===== config.mk =====
export PLATFORM = sky130hd
export DESIGN_NAME = life_monitor
export DESIGN_NICKNAME = d
export VERILOG_FILES = /design/src/rtl/life_monitor.sv
export SDC_FILE = /design/constraint.sdc
export NUM_CORES = 1
export LEC_CHECK = 0
export CORE_MARGIN = 2
export CORE_UTILIZATION = 45
export DETAILED_ROUTE_END_ITERATION = 8
export PLACE_DENSITY = 0.7
export SETUP_SLACK_MARGIN = 0.05
export SYNTH_ARGS = -nofsm -noshare
export SYNTH_HDL_FRONTEND = slang
export SYNTH_SLANG_ARGS = --single-unit

===== constraint.sdc =====
create_clock -name clk -period 12.5 [get_ports clk]
set_input_delay 3.125 -clock clk [delete_from_list [all_inputs] [get_ports clk]]
set_output_delay 3.125 -clock clk [all_outputs]
set_load 0.02 [all_outputs]

===== src/rtl/life_monitor.sv =====
// -----------------------------------------------------------------------------
// life_monitor
//
// Downstream monitor for the 16x16 Game of Life generator. Each accepted
// generation is snapshotted, its live cells are counted one row per cycle,
// and it is compared with the previous generation(s). The result flags
// extinction, still life and period-2 oscillation, and a sticky halt is
// raised so the top level can stop stepping the generator.
//
// Optional feature macro: LIFE_MON_OSC2_EN
//   defined     : two-back history (prev2/hv2) is built and osc2 is live.
//   not defined : prev2/hv2 are omitted, osc2 is tied 0 and
//                 halt = extinct | still. Timing is identical.
//
// Parameters
//   N      grid side; the grid is N*N bits, row r = bits [N*r+N-1 : N*r]
//   GEN_W  generation counter width
//
// Ports
//   clk         rising-edge clock
//   reset       synchronous, active-high reset (highest priority)
//   clear       synchronous clear of history, counters and flags
//   grid_in     current generation (N*N bits)
//   grid_valid  single-cycle strobe; only accepted while idle
//   busy        high while a grid is being scanned/compared
//   done        one-cycle pulse when the status outputs have been updated
//   population  live-cell count of the last accepted grid
//   gen_count   accepted generations since reset/clear, saturating
//   extinct     last grid was all zero
//   still       last grid equals the one before it
//   osc2        last grid equals the one two back and differs from the last
//   halt        sticky OR of extinct/still/osc2
//   overrun     sticky; grid_valid arrived while busy
// -----------------------------------------------------------------------------
module life_monitor #(
    parameter int N     = 16,
    parameter int GEN_W = 16
) (
    input  logic                        clk,
    input  logic                        reset,
    input  logic                        clear,
    input  logic [N*N-1:0]              grid_in,
    input  logic                        grid_valid,
    output logic                        busy,
    output logic                        done,
    output logic [$clog2(N*N+1)-1:0]    population,
    output logic [GEN_W-1:0]            gen_count,
    output logic                        extinct,
    output logic                        still,
    output logic                        osc2,
    output logic                        halt,
    output logic                        overrun
);

    localparam int CELLS = N * N;
    localparam int PW    = $clog2(CELLS + 1);
    localparam int ROW_W = (N > 1) ? $clog2(N) : 1;

    typedef enum logic [1:0] {
        IDLE = 2'd0,
        SCAN = 2'd1,
        CMP  = 2'd2
    } state_t;

    // Number of set bits in one grid row, widened to the accumulator width.
    function automatic logic [PW-1:0] row_popcount(input logic [N-1:0] bits);
        logic [PW-1:0] cnt;
        cnt = {PW{1'b0}};
        for (int i = 0; i < N; i++) begin
            cnt = cnt + PW'(bits[i]);
        end
        return cnt;
    endfunction

    state_t              state_r;
    logic [CELLS-1:0]    snap_r;
    logic [CELLS-1:0]    prev1_r;
    logic                hv1_r;
    logic [PW-1:0]       acc_r;
    logic [ROW_W-1:0]    row_r;

    logic                busy_r;
    logic                done_r;
    logic [PW-1:0]       population_r;
    logic [GEN_W-1:0]    gen_count_r;
    logic                extinct_r;
    logic                still_r;
    logic                halt_r;
    logic                overrun_r;

    logic [N-1:0]        row_bits_s;
    logic [PW-1:0]       acc_next_s;
    logic                extinct_s;
    logic                still_s;
    logic                osc2_s;

`ifdef LIFE_MON_OSC2_EN
    logic [CELLS-1:0]    prev2_r;
    logic                hv2_r;
    logic                osc2_r;

    // Period-2: matches two back but not the immediately previous grid.
    assign osc2_s = hv2_r & (snap_r == prev2_r) & (snap_r != prev1_r);
    assign osc2   = osc2_r;
`else
    assign osc2_s = 1'b0;
    assign osc2   = 1'b0;
`endif

    // Row currently being counted and the running total including it.
    assign row_bits_s = snap_r[row_r*N +: N];
    assign acc_next_s = acc_r + row_popcount(row_bits_s);

    // Comparison terms evaluated in CMP; acc_r is complete by then.
    assign extinct_s = (acc_r == {PW{1'b0}});
    assign still_s   = hv1_r & (snap_r == prev1_r);

    // Control FSM, datapath and registered status outputs.
    always_ff @(posedge clk) begin
        if (reset || clear) begin
            state_r      <= IDLE;
            snap_r       <= {CELLS{1'b0}};
            prev1_r      <= {CELLS{1'b0}};
            hv1_r        <= 1'b0;
            acc_r        <= {PW{1'b0}};
            row_r        <= {ROW_W{1'b0}};
            busy_r       <= 1'b0;
            done_r       <= 1'b0;
            population_r <= {PW{1'b0}};
            gen_count_r  <= {GEN_W{1'b0}};
            extinct_r    <= 1'b0;
            still_r      <= 1'b0;
            halt_r       <= 1'b0;
            overrun_r    <= 1'b0;
`ifdef LIFE_MON_OSC2_EN
            prev2_r      <= {CELLS{1'b0}};
            hv2_r        <= 1'b0;
            osc2_r       <= 1'b0;
`endif
        end else begin
            done_r <= 1'b0;
            case (state_r)
                IDLE: begin
                    if (grid_valid) begin
                        snap_r  <= grid_in;
                        acc_r   <= {PW{1'b0}};
                        row_r   <= {ROW_W{1'b0}};
                        busy_r  <= 1'b1;
                        state_r <= SCAN;
                    end else begin
                        busy_r  <= 1'b0;
                        state_r <= IDLE;
                    end
                end
                SCAN: begin
                    acc_r <= acc_next_s;
                    row_r <= row_r + ROW_W'(1);
                    if (row_r == ROW_W'(N - 1)) begin
                        state_r <= CMP;
                    end else begin
                        state_r <= SCAN;
                    end
                    // A strobe while busy is dropped; only the flag records it.
                    if (grid_valid) begin
                        overrun_r <= 1'b1;
                    end else begin
                        overrun_r <= overrun_r;
                    end
                end
                CMP: begin
                    population_r <= acc_r;
                    extinct_r    <= extinct_s;
                    still_r      <= still_s;
                    halt_r       <= halt_r | extinct_s | still_s | osc2_s;
                    prev1_r      <= snap_r;
                    hv1_r        <= 1'b1;
`ifdef LIFE_MON_OSC2_EN
                    osc2_r       <= osc2_s;
                    prev2_r      <= prev1_r;
                    hv2_r        <= hv1_r;
`endif
                    if (gen_count_r != {GEN_W{1'b1}}) begin
                        gen_count_r <= gen_count_r + GEN_W'(1);
                    end else begin
                        gen_count_r <= gen_count_r;
                    end
                    if (grid_valid) begin
                        overrun_r <= 1'b1;
                    end else begin
                        overrun_r <= overrun_r;
                    end
                    done_r  <= 1'b1;
                    busy_r  <= 1'b0;
                    state_r <= IDLE;
                end
                default: begin
                    busy_r  <= 1'b0;
                    state_r <= IDLE;
                end
            endcase
        end
    end

    assign busy       = busy_r;
    assign done       = done_r;
    assign population = population_r;
    assign gen_count  = gen_count_r;
    assign extinct    = extinct_r;
    assign still      = still_r;
    assign halt       = halt_r;
    assign overrun    = overrun_r;

endmodule

## Yosys cells after proc, flatten, opt, wreduce, memory -nomap -nowiden

Cells that the tools add are included.

| storage, ports and cells | value |
|---|---|
| register bits | 559 |
| bits of input ports | 260 |
| output and inout bits | 32 |
| word-level logic and storage cells | 61 |

| cells by class | value |
|---|---|
| add/subtract/negate cells | 18 |
| equal/unequal tests | 6 |
| shifts and indexed selects | 1 |
| muxes and demuxes | 10 |
| bitwise operators | 3 |
| reductions and logical operators | 9 |

Operators with widths:

| cell | count |
|---|---|
| $eq 256x256->1 | 1 |
| $shiftx 256x9->16 | 1 |
| $add 9x1->9 | 7 |
| $pmux 9 s2 | 1 |
| $add 16x1->16 const B | 1 |
| $ne 16x16->1 const B | 1 |
| $add 8x1->9 | 1 |
| $add 9x9->9 | 1 |
| $logic_not 9->1 | 1 |
| $mux 9 | 1 |
| $add 7x1->8 | 1 |
| $pmux 4 s2 | 1 |
| $reduce_and 2->1 | 4 |
| $add 6x1->7 | 1 |
| $add 5x1->6 | 1 |
| $add 4x1->5 | 1 |
| $add 3x1->4 | 1 |
| $add 4x1->4 const B | 1 |
| $eq 4x4->1 const B | 1 |
| $mux 4 | 1 |
| $pmux 2 s2 | 1 |
| $add 2x1->3 | 1 |
| $mux 1 | 3 |
| $add 1x1->2 | 1 |
| 11 further kinds | 12 |

## Longest topological paths before layout

| logic depth | value |
|---|---|
| depth in word-level cells | 18 |
| mapped depth | 21 |

## Worst setup path before layout

Ideal clock, no wire load.

| timing path | value |
|---|---|
| path type | register to register |
| start point | register row_r[0] |
| end point | register acc_r[8] |
| setup time | 0.133 ns |
| arrival | 5.520 ns |
| setup slack | 6.847 ns |
| cell stages (with the launch flop) | 21 |
| buffers on the path | 4 |
| period minus slack after synthesis | 5.653 ns |
| cells stage by stage | dfxtp_1 > clkbuf_1 > buf_4 > buf_2 > buf_2 > mux4_2 > mux4_2 > fa_1 > fa_1 > fa_1 > inv_1 > fa_1 > fa_1 > fa_1 > nor2b_1 > o21ai_0 > nand2b_1 > a21oi_1 > nor3_1 > xnor2_1 > nor2_1 |

| between the ends | value |
|---|---|
| longest elaborated chain between the ends | 18 |

Ends and longest elaborated chain:

| what | line | source |
|---|---|---|
| start: declaration | 80 | `logic [ROW_W-1:0] row_r;` |
| start signal: assignment | 126 | `row_r <= {ROW_W{1'b0}};` |
| start signal: assignment | 147 | `row_r <= {ROW_W{1'b0}};` |
| start signal: assignment | 157 | `row_r <= row_r + ROW_W'(1);` |
| $shiftx 256x9->16 * | 111 | `assign row_bits_s = snap_r[row_r*N +: N];` |
| $add 1x1->2 | 70 | `cnt = cnt + PW'(bits[i]);` |
| $add 2x1->3 | 70 |  |
| $add 3x1->4 | 70 |  |
| $add 4x1->5 | 70 |  |
| $add 5x1->6 | 70 |  |
| $add 6x1->7 | 70 |  |
| $add 7x1->8 | 70 |  |
| $add 8x1->9 | 70 |  |
| $add 9x1->9 (6 in series) | 70 |  |
| $add 9x1->9 * | 70 |  |
| $add 9x9->9 * | 112 | `assign acc_next_s = acc_r + row_popcount(row_bits_s);` |
| $pmux 9 s2 * | 142 | `case (state_r)` |
| end signal: assignment | 125 | `acc_r <= {PW{1'b0}};` |
| end signal: assignment | 146 | `acc_r <= {PW{1'b0}};` |
| end signal: assignment | 156 | `acc_r <= acc_next_s;` |
| end: declaration | 79 | `logic [PW-1:0] acc_r;` |

Every way passes the cells marked *; elsewhere a longest branch is shown, timed or not.
A chain may end at the register's enable or synchronous reset.

## Worst setup path in the final report

Same ends and word-level chain as after synthesis.

==> reports/metrics.yaml <==
rsz0062_at_grt: "no"
drc: 0
clock_path_buffers: 3
top_layer_used: "met5"
syn_inst: 2792
slew_violations: 0
synth_edf_count: 0
wl_met2_um: 46900
wl_met1_um: 41700
clk_latency_ns: 0.64
peakVddDrop_v: 0.0000987
synth.avg_cell_area_um2: 9.02
power_w: 0.00412
power_density_nw_per_um2: 134
synthToLayoutAreaGrowth_pct: 21.9
nFillCells: 4992
fin_skew_ns: 0.0168
yosys_register_bits: 559
ioPinCount: 292
globalplace.congestion: 0.968
fin_ws_ns: 5.95
vias: 21294
dp_hpwl_um: 79400
fin_tns_setup_ns: 0
nets: 3277
die_area_um2: 57900
dieHeight_um: 241
status: "complete, no violations"
clock-sinks: 559
min_period_ns: 6.55
grt_pass1_wl_um: 141000
holdBufCountCts: 0
drive_gt1_share_pct: 7.07
multi_input_area_um2: 12800
syn-num-nets: 3077
initial_core_util_pct: 45.6
clk_pin_slew_ns: 0.06
arrival_ns: 7.04
row_count: 86
ant_nets: 0
ctsResizeCount: 0
maxSlewHeadroom_pct: 19.0
core_area_um2: 55200
critPathLaunchType: "register"
dr.first_iter.drc_count: 1761
fmax_mhz: 153
synth-seq-area-share_pct: 44.4
antenna_found_initial: 6
synth_top_cell_by_area: "dfxtp_1"
wl_met3_um: 6890
crit_fanout: 39
hold_viol_final: 0
netlist_area_um2: 25200
yosys_warnings: 0
wl_per_cell_um: 26.5
synthFlopType: "dfxtp_1"
hold_path_class: "reg2reg"
cts_tree: "done"
yosys.area.top_type_share_pct: 44.4
required_ns: 12.99
die_w_um: 241
leakagePower_nw: 10.7
cts_root_buffer: "clkbuf_16"
synth-async-reset-ratio_pct: 0
cts_setup_buffers: 0
h-tree-depth: 2
cp-end-kind: "register"
portBuffers: 290
crit_type: "reg2reg"
synth_cell_types: 50
min_period_over_period_pct: 52.4
grt_max_degree: 188
seq_area_um2: 11200
drt-vias-per-instance: 5.62
place_ws_ns: 5.90
maxCapViolations: 0
grtUsageTotal_pct: 34.4
grt_overflow: 0
grt_pass1_vias: 20300
post-route-util_pct: 55.6
routed_wl_um: 100000
dr.pass1.iters: 5
worstMarginPinSlew_ns: 1.21
setup_viol: 0
synth.area.top_cells: "dfxtp_1 44%, mux2i_1 11%, nand2_1 7.8%"
cts_buffers: 58
## worst max-delay path, stage by stage (launching register included)
cell      delay, ns
dfxtp_4        0.72
buf_4          0.68
mux4_2         0.59
mux4_2         0.50
fa_1           0.57
fa_1           0.49
fa_1           0.57
inv_1          0.05
fa_1           0.46
fa_1           0.42
fa_1           0.47
nor2b_1        0.12
o21ai_0        0.08
nand2b_1       0.11
a21oi_1        0.10
nor3_1         0.24
xnor2_1        0.14
nor2_1         0.05
## cell type report
type                       instances  share of cell area, %
clock buffer                      78                   5.51
multi-input combinational       1934                   41.8
antenna                            3                 0.0245
inverter                         128                   1.57
sequential                       559                   36.5
tap                              748                   3.05
clock inverter                    31                   1.50
timing repair buffer             311                   10.1
## where the power goes
part           internal (W)  switching [W]  total, W
clock network       0.00118       0.000761   0.00194
registers           0.00181      0.0000645   0.00187
logic              0.000139       0.000169  0.000308
total               0.00312       0.000995   0.00412
## cell usage in the layout (no fill, tap or decap), drive strengths merged, types with 48 or more instances in the layout
| master | netlist | final |
|---|---|---|
| inv | 128 | 130 |
| a21oi | 274 | 274 |
| mux4 | 80 | 80 |
| clkbuf | 127 | 78 |
| nand2 | 526 | 526 |
| clkdlybuf4s50 | 0 | 290 |
| xnor2 | 61 | 61 |
| nor2 | 297 | 297 |
| nor4 | 48 | 48 |
| mux2i | 267 | 267 |
| xor2 | 93 | 93 |
| dfxtp | 559 | 559 |
## state kept, by name, indices dropped and copies added (netlist names)
register / flops
prev1_r: 256
done: 1
acc_r: 9
busy: 1
state_r: 2
halt: 1
snap_r: 256
gen_count: 16
extinct: 1
still: 1
population: 9
overrun: 1
hv1_r: 1
row_r: 4
## cells by family (layout without fill, tap and decap cells)
family / after synthesis / after routing / synth area share [%]
muxes: 347 / 347 / 17.8
xor gates and xnor gates: 154 / 154 / 5.36
other: 1 / 4 / 0.0149
AOI/OAI and AO/OA: 380 / 380 / 8.85
adders and majority gates: 25 / 25 / 1.60
and+or+nand+nor: 1027 / 1027 / 17.3
DFF: 559 / 559 / 44.4
buffers and inverters: 299 / 548 / 4.66
## cells in the mapped netlist, drive strengths merged (2+ instances only)
library cell and number:
and3 3, a21oi 274, a2111oi 4, a22o 13
and2 2, dfxtp 559, nand2b 45, xor2 93
nand2 526, xnor2 61, mux4 80, buf 44
nor2 297, inv 128, a2111o 13, or3 5
o22ai 37, nand3 23, nor3 2, nor4 48
fa 12, clkbuf 127, o21ai 8, nand4 25
ha 13, o2bb2ai 6, nor2b 44, mux2i 267
a221oi 5, o2111ai 14
## per-layer routing
| metal | track usage [%] | vias to the layer above |
|---|---|---|
| met5 | 0 | - |
| met3 | 5.54 | 201 |
| met2 | 56.4 | 746 |
| li1 | - | 9820 |
| met1 | 44.7 | 10523 |
| met4 | 15.3 | 4 |
## through the flow
stage	cell area [µm²]	hold WS, ns	instances
2_1_floorplan	25200	0.435	2792
3_3_place_gp	28500	0.453	3680
3_5_place_dp	28500	0.463	3680
4_1_cts	30700	0.475	3789
5_1_grt	30700	0.494	3789
6_report	30700	0.476	3792
## path summary, 6_finish.rpt
kind,from,endpoint,slack [ns],cells after the start
max,row_r[0],acc_r[8],5.95,17
max reg2reg,row_r[0],acc_r[8],5.95,17
min,hv1_r,hv1_r,0.48,2
min reg2reg,hv1_r,hv1_r,0.48,2
Note: power is estimated with default switching activity, not from simulation.
